===== src/rtl/if_pkg.sv =====
// Shared types and constants for the instruction fetch unit.
// Holds FSM state encodings, PC defaults and the prefetch entry layout.
package if_pkg;

  typedef enum logic [1:0] {
    IF_IDLE    = 2'd0,
    IF_WAIT    = 2'd1,
    IF_DISCARD = 2'd2
  } if_state_e;

  localparam logic [15:0] IF_RESET_PC = 16'h0000;
  localparam logic [15:0] IF_PC_STEP  = 16'd2;

  typedef struct packed {
    logic [15:0] pc;
    logic [15:0] instr;
  } if_entry_t;

endpackage


===== src/rtl/instr_fetch_unit_if.sv =====
// Fetch unit bus bundle: imem req/ack, redirect, instr valid/ready.
// master = fetch unit side, slave = memory/datapath side.
interface instr_fetch_unit_if;

  logic        mem_req;
  logic [15:0] mem_addr;
  logic        mem_ack;
  logic [15:0] mem_rdata;
  logic        redirect_valid;
  logic [15:0] redirect_pc;
  logic        instr_valid;
  logic [15:0] instr;
  logic [15:0] instr_pc;
  logic        instr_ready;

  modport master (
    output mem_req, mem_addr,
    input  mem_ack, mem_rdata,
    input  redirect_valid, redirect_pc,
    output instr_valid, instr, instr_pc,
    input  instr_ready
  );

  modport slave (
    input  mem_req, mem_addr,
    output mem_ack, mem_rdata,
    output redirect_valid, redirect_pc,
    input  instr_valid, instr, instr_pc,
    output instr_ready
  );

endinterface


===== src/rtl/if_prefetch_fifo.sv =====
// Prefetch FIFO: sync push/pop/flush, count out, async active-low reset.
// Head reads as zero while empty so idle outputs stay clean.
module if_prefetch_fifo #(
  parameter int DEPTH = 4,
  parameter int WIDTH = 32
) (
  input  logic                   clk,
  input  logic                   rst_n,
  input  logic                   push,
  input  logic                   pop,
  input  logic                   flush,
  input  logic [WIDTH-1:0]       wdata,
  output logic [WIDTH-1:0]       rdata,
  output logic [$clog2(DEPTH):0] count,
  output logic                   empty,
  output logic                   full
);

  localparam int AW = $clog2(DEPTH);
  localparam int CW = AW + 1;

  logic [WIDTH-1:0] mem [DEPTH];
  logic [AW-1:0]    wr_ptr;
  logic [AW-1:0]    rd_ptr;
  logic             do_push;
  logic             do_pop;

  assign empty   = (count == '0);
  assign full    = (count == CW'(DEPTH));
  assign do_pop  = pop & ~empty;
  assign do_push = push & (~full | do_pop);
  assign rdata   = empty ? '0 : mem[rd_ptr];

  // Pointer and occupancy bookkeeping; flush wins over push/pop.
  always_ff @(posedge clk or negedge rst_n) begin
    if (!rst_n) begin
      wr_ptr <= '0;
      rd_ptr <= '0;
      count  <= '0;
    end else if (flush) begin
      wr_ptr <= '0;
      rd_ptr <= '0;
      count  <= '0;
    end else begin
      if (do_push) wr_ptr <= wr_ptr + AW'(1);
      if (do_pop)  rd_ptr <= rd_ptr + AW'(1);
      count <= count + CW'(do_push) - CW'(do_pop);
    end
  end

  // Entry storage, written on accepted pushes only.
  always_ff @(posedge clk) begin
    if (do_push && !flush) mem[wr_ptr] <= wdata;
  end

endmodule


===== src/rtl/instr_fetch_unit.sv =====
// Fetch stage: PC generation, one-outstanding imem reads, prefetch FIFO.
// Optional IF_MISALIGN_TRAP_EN adds a sticky misalign_err that halts fetch.
module instr_fetch_unit
  import if_pkg::*;
#(
  parameter int          DEPTH    = 4,
  parameter logic [15:0] RESET_PC = IF_RESET_PC,
  parameter logic [15:0] PC_STEP  = IF_PC_STEP
) (
  input  logic               clk,
  input  logic               reset,
  instr_fetch_unit_if.master bus
`ifdef IF_MISALIGN_TRAP_EN
  ,
  output logic               misalign_err
`endif
);

  localparam int CW = $clog2(DEPTH) + 1;

  if_state_e   state;
  if_state_e   state_n;
  logic [15:0] fetch_pc;
  logic [15:0] pc_n;
  logic        req_q;
  logic        req_n;
  logic [15:0] addr_q;
  logic [15:0] addr_n;
  logic        push;
  logic        flush;
  logic        pop;
  logic        redir;
  logic        ack;
  logic        room;
  logic [15:0] tgt;
  logic [15:0] pc_inc;
  logic [CW-1:0] count;
  logic [CW-1:0] cnt_next;
  logic        empty;
  logic        full;
  if_entry_t   wdata;
  if_entry_t   rdata;

  assign redir    = bus.redirect_valid;
  assign ack      = bus.mem_ack;
  assign pop      = ~empty & bus.instr_ready;
  assign pc_inc   = fetch_pc + PC_STEP;
  assign cnt_next = count + CW'(1) - CW'(pop);
  assign room     = (cnt_next < CW'(DEPTH));
  assign wdata    = '{pc: addr_q, instr: bus.mem_rdata};

`ifdef IF_MISALIGN_TRAP_EN
  logic err_q;
  logic err_n;
  logic bad;
  assign bad = redir & bus.redirect_pc[0];
  assign tgt = bus.redirect_pc;
  assign misalign_err = err_q;
`else
  assign tgt = bus.redirect_pc & 16'hFFFE;
`endif

  assign bus.mem_req     = req_q;
  assign bus.mem_addr    = addr_q;
  assign bus.instr_valid = ~empty;
  assign bus.instr       = rdata.instr;
  assign bus.instr_pc    = rdata.pc;

  // Next state, next PC and the registered request outputs.
  always_comb begin
    state_n = state;
    pc_n    = fetch_pc;
    req_n   = req_q;
    addr_n  = addr_q;
    push    = 1'b0;
    flush   = 1'b0;
`ifdef IF_MISALIGN_TRAP_EN
    err_n   = err_q | bad;
`endif
    if (redir) begin
      flush = 1'b1;
      pc_n  = tgt;
    end
    unique case (state)
      IF_IDLE: begin
        if (!redir && !full) begin
          state_n = IF_WAIT;
          req_n   = 1'b1;
          addr_n  = fetch_pc;
        end
      end
      IF_WAIT: begin
        if (redir) begin
          if (ack) begin
            req_n  = 1'b1;
            addr_n = tgt;
          end else begin
            state_n = IF_DISCARD;
          end
        end else if (ack) begin
          push = 1'b1;
          pc_n = pc_inc;
          if (room) begin
            addr_n = pc_inc;
          end else begin
            state_n = IF_IDLE;
            req_n   = 1'b0;
          end
        end
      end
      IF_DISCARD: begin
        if (ack) begin
          state_n = IF_WAIT;
          addr_n  = redir ? tgt : fetch_pc;
        end
      end
      default: begin
        state_n = IF_IDLE;
        req_n   = 1'b0;
      end
    endcase
`ifdef IF_MISALIGN_TRAP_EN
    if (err_n && state_n == IF_WAIT) begin
      state_n = IF_IDLE;
      req_n   = 1'b0;
    end
`endif
  end

  // FSM, fetch PC and request registers.
  always_ff @(posedge clk or negedge reset) begin
    if (!reset) begin
      state    <= IF_IDLE;
      fetch_pc <= RESET_PC;
      req_q    <= 1'b0;
      addr_q   <= RESET_PC;
    end else begin
      state    <= state_n;
      fetch_pc <= pc_n;
      req_q    <= req_n;
      addr_q   <= addr_n;
    end
  end

`ifdef IF_MISALIGN_TRAP_EN
  // Sticky misalignment flag, cleared only by reset.
  always_ff @(posedge clk or negedge reset) begin
    if (!reset) err_q <= 1'b0;
    else        err_q <= err_n;
  end
`endif

  if_prefetch_fifo #(
    .DEPTH (DEPTH),
    .WIDTH (32)
  ) u_fifo (
    .clk   (clk),
    .rst_n (reset),
    .push  (push),
    .pop   (pop),
    .flush (flush),
    .wdata (wdata),
    .rdata (rdata),
    .count (count),
    .empty (empty),
    .full  (full)
  );

endmodule


===== src/flat_wrapper.sv =====
// flat-port wrapper written by rule: the top's interface ports become plain ports
module instr_fetch_unit_flat import if_pkg::*;
#(
  parameter int          DEPTH    = 4,
  parameter logic [15:0] RESET_PC = IF_RESET_PC,
  parameter logic [15:0] PC_STEP  = IF_PC_STEP
)
  (clk, reset, bus_mem_req, bus_mem_addr, bus_mem_ack, bus_mem_rdata, bus_redirect_valid, bus_redirect_pc, bus_instr_valid, bus_instr, bus_instr_pc, bus_instr_ready);
  instr_fetch_unit_if bus_i ();
  input  logic clk;
  input  logic reset;
  output wire logic [$bits(bus_i.mem_req)-1:0] bus_mem_req;
  output wire logic [$bits(bus_i.mem_addr)-1:0] bus_mem_addr;
  input wire logic [$bits(bus_i.mem_ack)-1:0] bus_mem_ack;
  input wire logic [$bits(bus_i.mem_rdata)-1:0] bus_mem_rdata;
  input wire logic [$bits(bus_i.redirect_valid)-1:0] bus_redirect_valid;
  input wire logic [$bits(bus_i.redirect_pc)-1:0] bus_redirect_pc;
  output wire logic [$bits(bus_i.instr_valid)-1:0] bus_instr_valid;
  output wire logic [$bits(bus_i.instr)-1:0] bus_instr;
  output wire logic [$bits(bus_i.instr_pc)-1:0] bus_instr_pc;
  input wire logic [$bits(bus_i.instr_ready)-1:0] bus_instr_ready;
  assign bus_mem_req = bus_i.mem_req;
  assign bus_mem_addr = bus_i.mem_addr;
  assign bus_i.mem_ack = bus_mem_ack;
  assign bus_i.mem_rdata = bus_mem_rdata;
  assign bus_i.redirect_valid = bus_redirect_valid;
  assign bus_i.redirect_pc = bus_redirect_pc;
  assign bus_instr_valid = bus_i.instr_valid;
  assign bus_instr = bus_i.instr;
  assign bus_instr_pc = bus_i.instr_pc;
  assign bus_i.instr_ready = bus_instr_ready;
  instr_fetch_unit #(.DEPTH(DEPTH), .RESET_PC(RESET_PC), .PC_STEP(PC_STEP)) u_core (.clk(clk), .reset(reset), .bus(bus_i));
endmodule

===== config.mk =====
export PLATFORM = sky130hd
export DESIGN_NAME = instr_fetch_unit_flat
export DESIGN_NICKNAME = d
export VERILOG_FILES = /design/src/rtl/if_pkg.sv /design/src/rtl/instr_fetch_unit_if.sv /design/src/rtl/if_prefetch_fifo.sv /design/src/rtl/instr_fetch_unit.sv /design/src/flat_wrapper.sv
export SDC_FILE = /design/constraint.sdc
export NUM_CORES = 1
export LEC_CHECK = 0
export CORE_UTILIZATION = 45
export DETAILED_ROUTE_END_ITERATION = 7
export PLACE_DENSITY = 0.75
export SLEW_MARGIN = 20
export SYNTH_ARGS = -nofsm -noshare
export SYNTH_HDL_FRONTEND = slang
export SYNTH_SLANG_ARGS = --single-unit

===== constraint.sdc =====
create_clock -name clk -period 4.9 [get_ports clk]
set_input_delay 0.98 -clock clk [delete_from_list [all_inputs] [get_ports clk]]
set_output_delay 0.98 -clock clk [all_outputs]
set_load 0.02 [all_outputs]

Yosys cells after proc, flatten, opt, wreduce, memory -nomap -nowiden
Memories as Yosys holds them, arrays and structs flattened.
Index checks and enable logic that the tools add are counted.
W data, S select, Z words.
{"block": "op_classes", "eq_ne": 10, "n_addsub": 7, "shifts": 0, "multipliers": 0, "n_div": 0, "reduce_logical": 13, "bitwise": 7, "magnitude_cmp": 1, "mux": 36}
{"operator": "$mux W16", "count": 10}
{"operator": "$pmux W16 S3", "count": 1}
{"operator": "$mux W32", "count": 1}
{"operator": "$mux W2", "count": 10}
{"operator": "$add A16 B2 Y16 const B", "count": 1}
{"operator": "$mux W1", "count": 11}
{"operator": "$reduce_and A5 Y1", "count": 2}
{"operator": "$ne A3 B3 Y1 const B", "count": 3}
{"operator": "$pmux W2 S3", "count": 1}
{"operator": "$sub A3 B1 Y3", "count": 2}
{"operator": "$add A2 B1 Y2 const B", "count": 2}
{"operator": "$ne A2 B2 Y1 const B", "count": 2}
{"operator": "$reduce_and A4 Y1", "count": 1}
{"operator": "$reduce_bool A2 Y1", "count": 2}
{"operator": "$add A3 B1 Y3", "count": 1}
{"operator": "$add A3 B1 Y3 const B", "count": 1}
{"operator": "$and A1 B1 Y1", "count": 3}
{"operator": "$eq A3 B3 Y1 const B", "count": 1}
{"operator": "$logic_not A1 Y1", "count": 3}
{"operator": "$logic_not A3 Y1", "count": 1}
{"operator": "$lt A3 B3 Y1 const B", "count": 1}
{"operator": "$mux W3", "count": 1}
{"operator": "$ne A3 B2 Y1 const B", "count": 1}
{"operator": "$not A1 Y1", "count": 3}
{"operator": "8 further kinds", "count": 9}
{"block": "word_totals", "memories": 1, "elab_cells": 82, "regBits": 42, "latch_bits": 0, "output_inout_bits": 50, "mem_bits_rw": 128, "input_bits": 37, "romBits": 0}
{"memory": "u_core.u_fifo.mem", "depth": 4, "word_bits": 32, "rd": 1, "rd_clocked_by_memory_dff": 0, "wr": 1, "line": "if_prefetch_fifo.sv:22", "text": "logic [WIDTH-1:0] mem [DEPTH];"}

Logic depth before layout (Yosys ltp)
{"block": "logic_depth", "depth_word": 9, "depth_mapped": 12, "mapped_depth_nobuf": 10}

Hierarchy
Synthesis repeated with hierarchy kept, for this count alone.
{"block": "unflattened", "hier_cells": 545, "area_unflattened_um2": 7836.3}
{"mod": "if_prefetch_fifo", "area_per_inst_um2": 5336.4, "seq_area_each_um2": 4018.9, "cells_each": 251, "instances": 1}
{"mod": "instr_fetch_unit", "area_per_inst_um2": 2499.9, "seq_area_each_um2": 875.8, "cells_each": 294, "instances": 1}

Least setup slack after synthesis
Ideal clock, no wire load.
{"block": "synth_path", "path_kind": "input to register", "from": "input port bus_mem_ack", "to": "memory u_core.u_fifo.mem[0][0], enable pin", "required_time_ps": 4508, "n_path_buf": 1, "arrival_time_ps": 2388, "path_stages": 4, "setup_slack_ps": 2120, "setup_ps": 392, "cell_sequence": "nand2_1 -> buf_2 -> a211oi_4 -> and2_1"}
{"block": "synth_between", "elab_chain_cells": 7}
{"element": "start, declared", "line": "flat_wrapper.sv:14", "text": "input wire logic [$bits(bus_i.mem_ack)-1:0] bus_mem_ack;"}
{"element": "$mux W1", "line": "instr_fetch_unit.sv:100", "text": "end else if (ack) begin"}
{"element": "$mux W1", "line": "instr_fetch_unit.sv:93", "text": "if (redir) begin"}
{"element": "$mux W1", "line": "instr_fetch_unit.sv:84", "text": "unique case (state)"}
{"element": "$and A1 B1 Y1", "line": "if_prefetch_fifo.sv:31", "text": "assign do_push = push & (~full | do_pop);"}
{"element": "$logic_and A1 B1 Y1", "line": "if_prefetch_fifo.sv:53", "text": "if (do_push && !flush) mem[wr_ptr] <= wdata;"}
{"element": "$mux W1", "line": "if_prefetch_fifo.sv:53"}
{"element": "$mux W1 (not written as such)", "line": "if_prefetch_fifo.sv:53"}
{"element": "end, declared", "line": "if_prefetch_fifo.sv:22"}
No other way between the ends.

Worst setup path in the final report
{"block": "layout_path", "from": "register u_core.u_fifo.rd_ptr[0]", "to": "output port bus_instr_pc[1]"}
{"block": "layout_between", "elab_chain_cells": 2}
{"element": "start, declared", "line": "if_prefetch_fifo.sv:24", "text": "logic [AW-1:0] rd_ptr;"}
{"element": "start signal, assigned", "line": "if_prefetch_fifo.sv:46", "text": "if (do_pop) rd_ptr <= rd_ptr + AW'(1);"}
{"element": "$mem_v2 Z4 W32"}
{"element": "$mux W32", "line": "if_prefetch_fifo.sv:32", "text": "assign rdata = empty ? '0 : mem[rd_ptr];"}
{"element": "end, declared", "line": "flat_wrapper.sv:20", "text": "output wire logic [$bits(bus_i.instr_pc)-1:0] bus_instr_pc;"}
No other way between the ends.

==> flow_metrics.env <==
export IMPL_status="finished clean"
export IMPL_critical_path_top_delay_family="buffers and inverters"
export IMPL_die_h_um=132
export IMPL_postSynth_asyncResetShare=0.247
export IMPL_cts_root_buf="clkbuf_16"
export IMPL_hold_depth=1
export IMPL_final_setup_skew_ps=10.7
export IMPL_routedWlPerCell_um=19.0
export IMPL_yosys_area_top_type="edfxtp_1"
export IMPL_cts_tree="yes"
export IMPL_r2r_end="u_core.u_fifo.mem[3][31]"
export IMPL_tns_ps=0
export IMPL_ir_worst_vdd_v=0.000522
export IMPL_report_final_slew_viol_count=0
export IMPL_synth_top_cell_area_share=0.506
export IMPL_synth_area_mm2=0.00759
export IMPL_nets=644
export IMPL_fin_cells=829
export IMPL_relSlewSlack=0.391
export IMPL_avgSynthCellArea_um2=14.7
export IMPL_vias=4679
export IMPL_finalHoldViolCount=0
export IMPL_io_buffers=85
export IMPL_end_kind="output pin"
export IMPL_fp_dieArea_mm2=0.0174
export IMPL_layout_min_cycle_time_ps=3780
export IMPL_tightest_slew_ps=913
export IMPL_core_mm2=0.0165
export IMPL_hold_buffers=0
export IMPL_area_growth_pct=20.3
export IMPL_setup_violations=0
export IMPL_post_place_ws_ps=1120
export IMPL_path_cells="buf_4 -> mux4_2 -> and2_1 -> clkdlybuf4s50_1"
export IMPL_dominantRegCellSynth="edfxtp_1"
export IMPL_drt_iter0_markers=414
export IMPL_seq_area_mm2=0.00490
export IMPL_drc_errors=0
export IMPL_period_share=0.771
export IMPL_antenna_found_initial=0
export IMPL_holdWs_ps=517
export IMPL_multi_input_area_mm2=0.00251
export IMPL_ff2ff_path_depth=5
export IMPL_holdPathEnd="u_core.fetch_pc[0]"
export IMPL_clk_latency_ps=430
export IMPL_start_util=0.460
export IMPL_grt_util_all_layers=0.189
export IMPL_reg2reg_from="u_core.state[1]"
export IMPL_cp_max_fo=19
export IMPL_syn_inst=516
export IMPL_grt_max_degree=43
export IMPL_numCtsBuffers=17
export IMPL_final_antenna_net_count=0
export IMPL_num_fill_cells=1290
export IMPL_power_density_mw_per_mm2=575
export IMPL_grt_pass1_vias=4705
export IMPL_clkTransAtPathRegs_ps=60
export IMPL_yosysSeqAreaShare=0.644
export IMPL_worstHoldStart="u_core.fetch_pc[0]"
export IMPL_fmax_mhz=265
export IMPL_drv_cap=0
export IMPL_placementRows=47
export IMPL_p_leak_uw=0.00311
export IMPL_yosys_cell_types_count=59
export IMPL_holdCritPathClass="reg -> reg"
export IMPL_dr_pass1_iters=6
export IMPL_place_congestion=0.819
export IMPL_path_buf_inv=2
export IMPL_yosysWarningCount=0
export IMPL_antenna_cells=0
export IMPL_grt_first_pass_wirelength_um=24900
export IMPL_slowest_stage="dfrtp_2"
export IMPL_dp_cells=797
export IMPL_layout_drive_gt1_share=0.146
export IMPL_rsz0062_at_grt="false"
export IMPL_worstSetupPathType="reg -> out"
export IMPL_via_per_inst=5.64
export IMPL_wirelength_um=15700
export IMPL_setup_slack_ps=1120
export IMPL_arrival_ps=2800
export IMPL_numClockSinks=170
export IMPL_p_total_uw=5260
export IMPL_place_hpwl_um=10000
export IMPL_required_ps=3920
export IMPL_syn_num_nets=564
export IMPL_synth_edf_count=128
export IMPL_overflow=0
export IMPL_cts_buffer_depth=2
export IMPL_post_cts_resized=0
export IMPL_postCtsSetupBuffers=0
export IMPL_ios=87
export IMPL_synth_seq_cells=170
export IMPL_r2r_setup_slack_ps=1600
export IMPL_die_w_um=132
export IMPL_synthTopCellsByArea="edfxtp_1 (51%), dfrtp_1 (14%), mux4_2 (9.5%)"
export IMPL_cp_start_kind="register"
export IMPL_crit_path_max_incr_delay_ps=770
export IMPL_h_tree_depth=4
==> where the power goes <==
part           switching (uW)  internal [uW]
clock network             557            650
registers                 204           1780
logic                    1120            945
total                    1880           3370
==> synthesized netlist by cell type, types with 8 or more instances <==
library cell    n
ha_1           10
mux4_2         32
clkbuf_1       15
dfrtp_1        42
o21ai_0        17
nor2_1         31
nand3_1        11
inv_1           8
a21oi_1        13
edfxtp_1      128
xnor2_1        15
buf_2          10
and2_1         37
nand2_1        44
==> how the worst max path moves through the flow <==
stage	cells after the start	slack, ps	startpoint	end
CTS	4	1030	u_core.u_fifo.rd_ptr[0]	bus_instr_pc[1]
finish	4	1120	u_core.u_fifo.rd_ptr[0]	bus_instr_pc[1]
global route	4	960	u_core.u_fifo.rd_ptr[0]	bus_instr_pc[6]
global placement	4	1200	bus_mem_ack	u_core.u_fifo.mem[2][10]
floorplan	4	2120	bus_mem_ack	u_core.u_fifo.mem[0][0]
detailed placement	4	1120	bus_mem_ack	u_core.u_fifo.mem[2][30]
==> flip-flops by register name, indices dropped and copies added (netlist names) <==
name and count:
u_core.bus.mem_addr 16, u_core.bus.mem_req 1, u_core.fetch_pc 16, u_core.state 2
u_core.u_fifo.count 3, u_core.u_fifo.mem 128, u_core.u_fifo.rd_ptr 2, u_core.u_fifo.wr_ptr 2
==> routing by layer <==
layer  share of wire  wire, um  global-route usage  vias to the layer above
met5               0         0                   0                        -
met1            0.44      6850               0.254                     2353
met2            0.48      7570               0.295                      186
met3           0.064       999              0.0523                       32
met4           0.019       291              0.0672                        0
li1                -         -                   -                     2108
==> cell type report <==
type,count,share of cell area
flip-flops and latches,170,0.536
clock inverters,13,0.0103
inverters,9,0.00370
well taps,220,0.0301
clock buffers,19,0.0474
repair buffers,91,0.0978
multi-input cells,307,0.275
==> cell usage in the layout (no fill, tap or decap), types with 4 or more instances in the layout <==
cell type	count
nor2b_1	7
inv_1	8
nor3_1	6
a222oi_1	4
a21o_1	4
nand3_1	11
nand2b_1	4
mux2i_1	5
ha_1	10
a21oi_1	13
nor2_1	31
clkdlybuf4s50_1	84
o21ai_1	7
and2_2	4
clkbuf_16	17
nand2_1	44
mux4_2	32
dfrtp_1	41
o31ai_1	6
edfxtp_1	128
nor4_2	4
buf_4	7
and2_1	33
o21ai_0	17
xor2_1	7
xnor2_1	15
a221oi_1	4
==> cells by family after synthesis <==
group,synth area share
adder cells (fa/ha/maj),0.0191
multiplexers,0.106
flip-flops,0.644
buffers and inverters,0.0254
XOR/XNOR,0.0254
AO/OA/AOI/OAI,0.0685
AND/OR/NAND/NOR,0.111
==> metrics by stage <==
stage,area (um2),utilization
6_report,9140,0.553
5_1_grt,9140,0.553
4_1_cts,9140,0.553
3_5_place_dp,8610,0.521
3_3_place_gp,8610,0.521
2_1_floorplan,7590,-
Note: power is estimated with default switching activity, not from simulation.
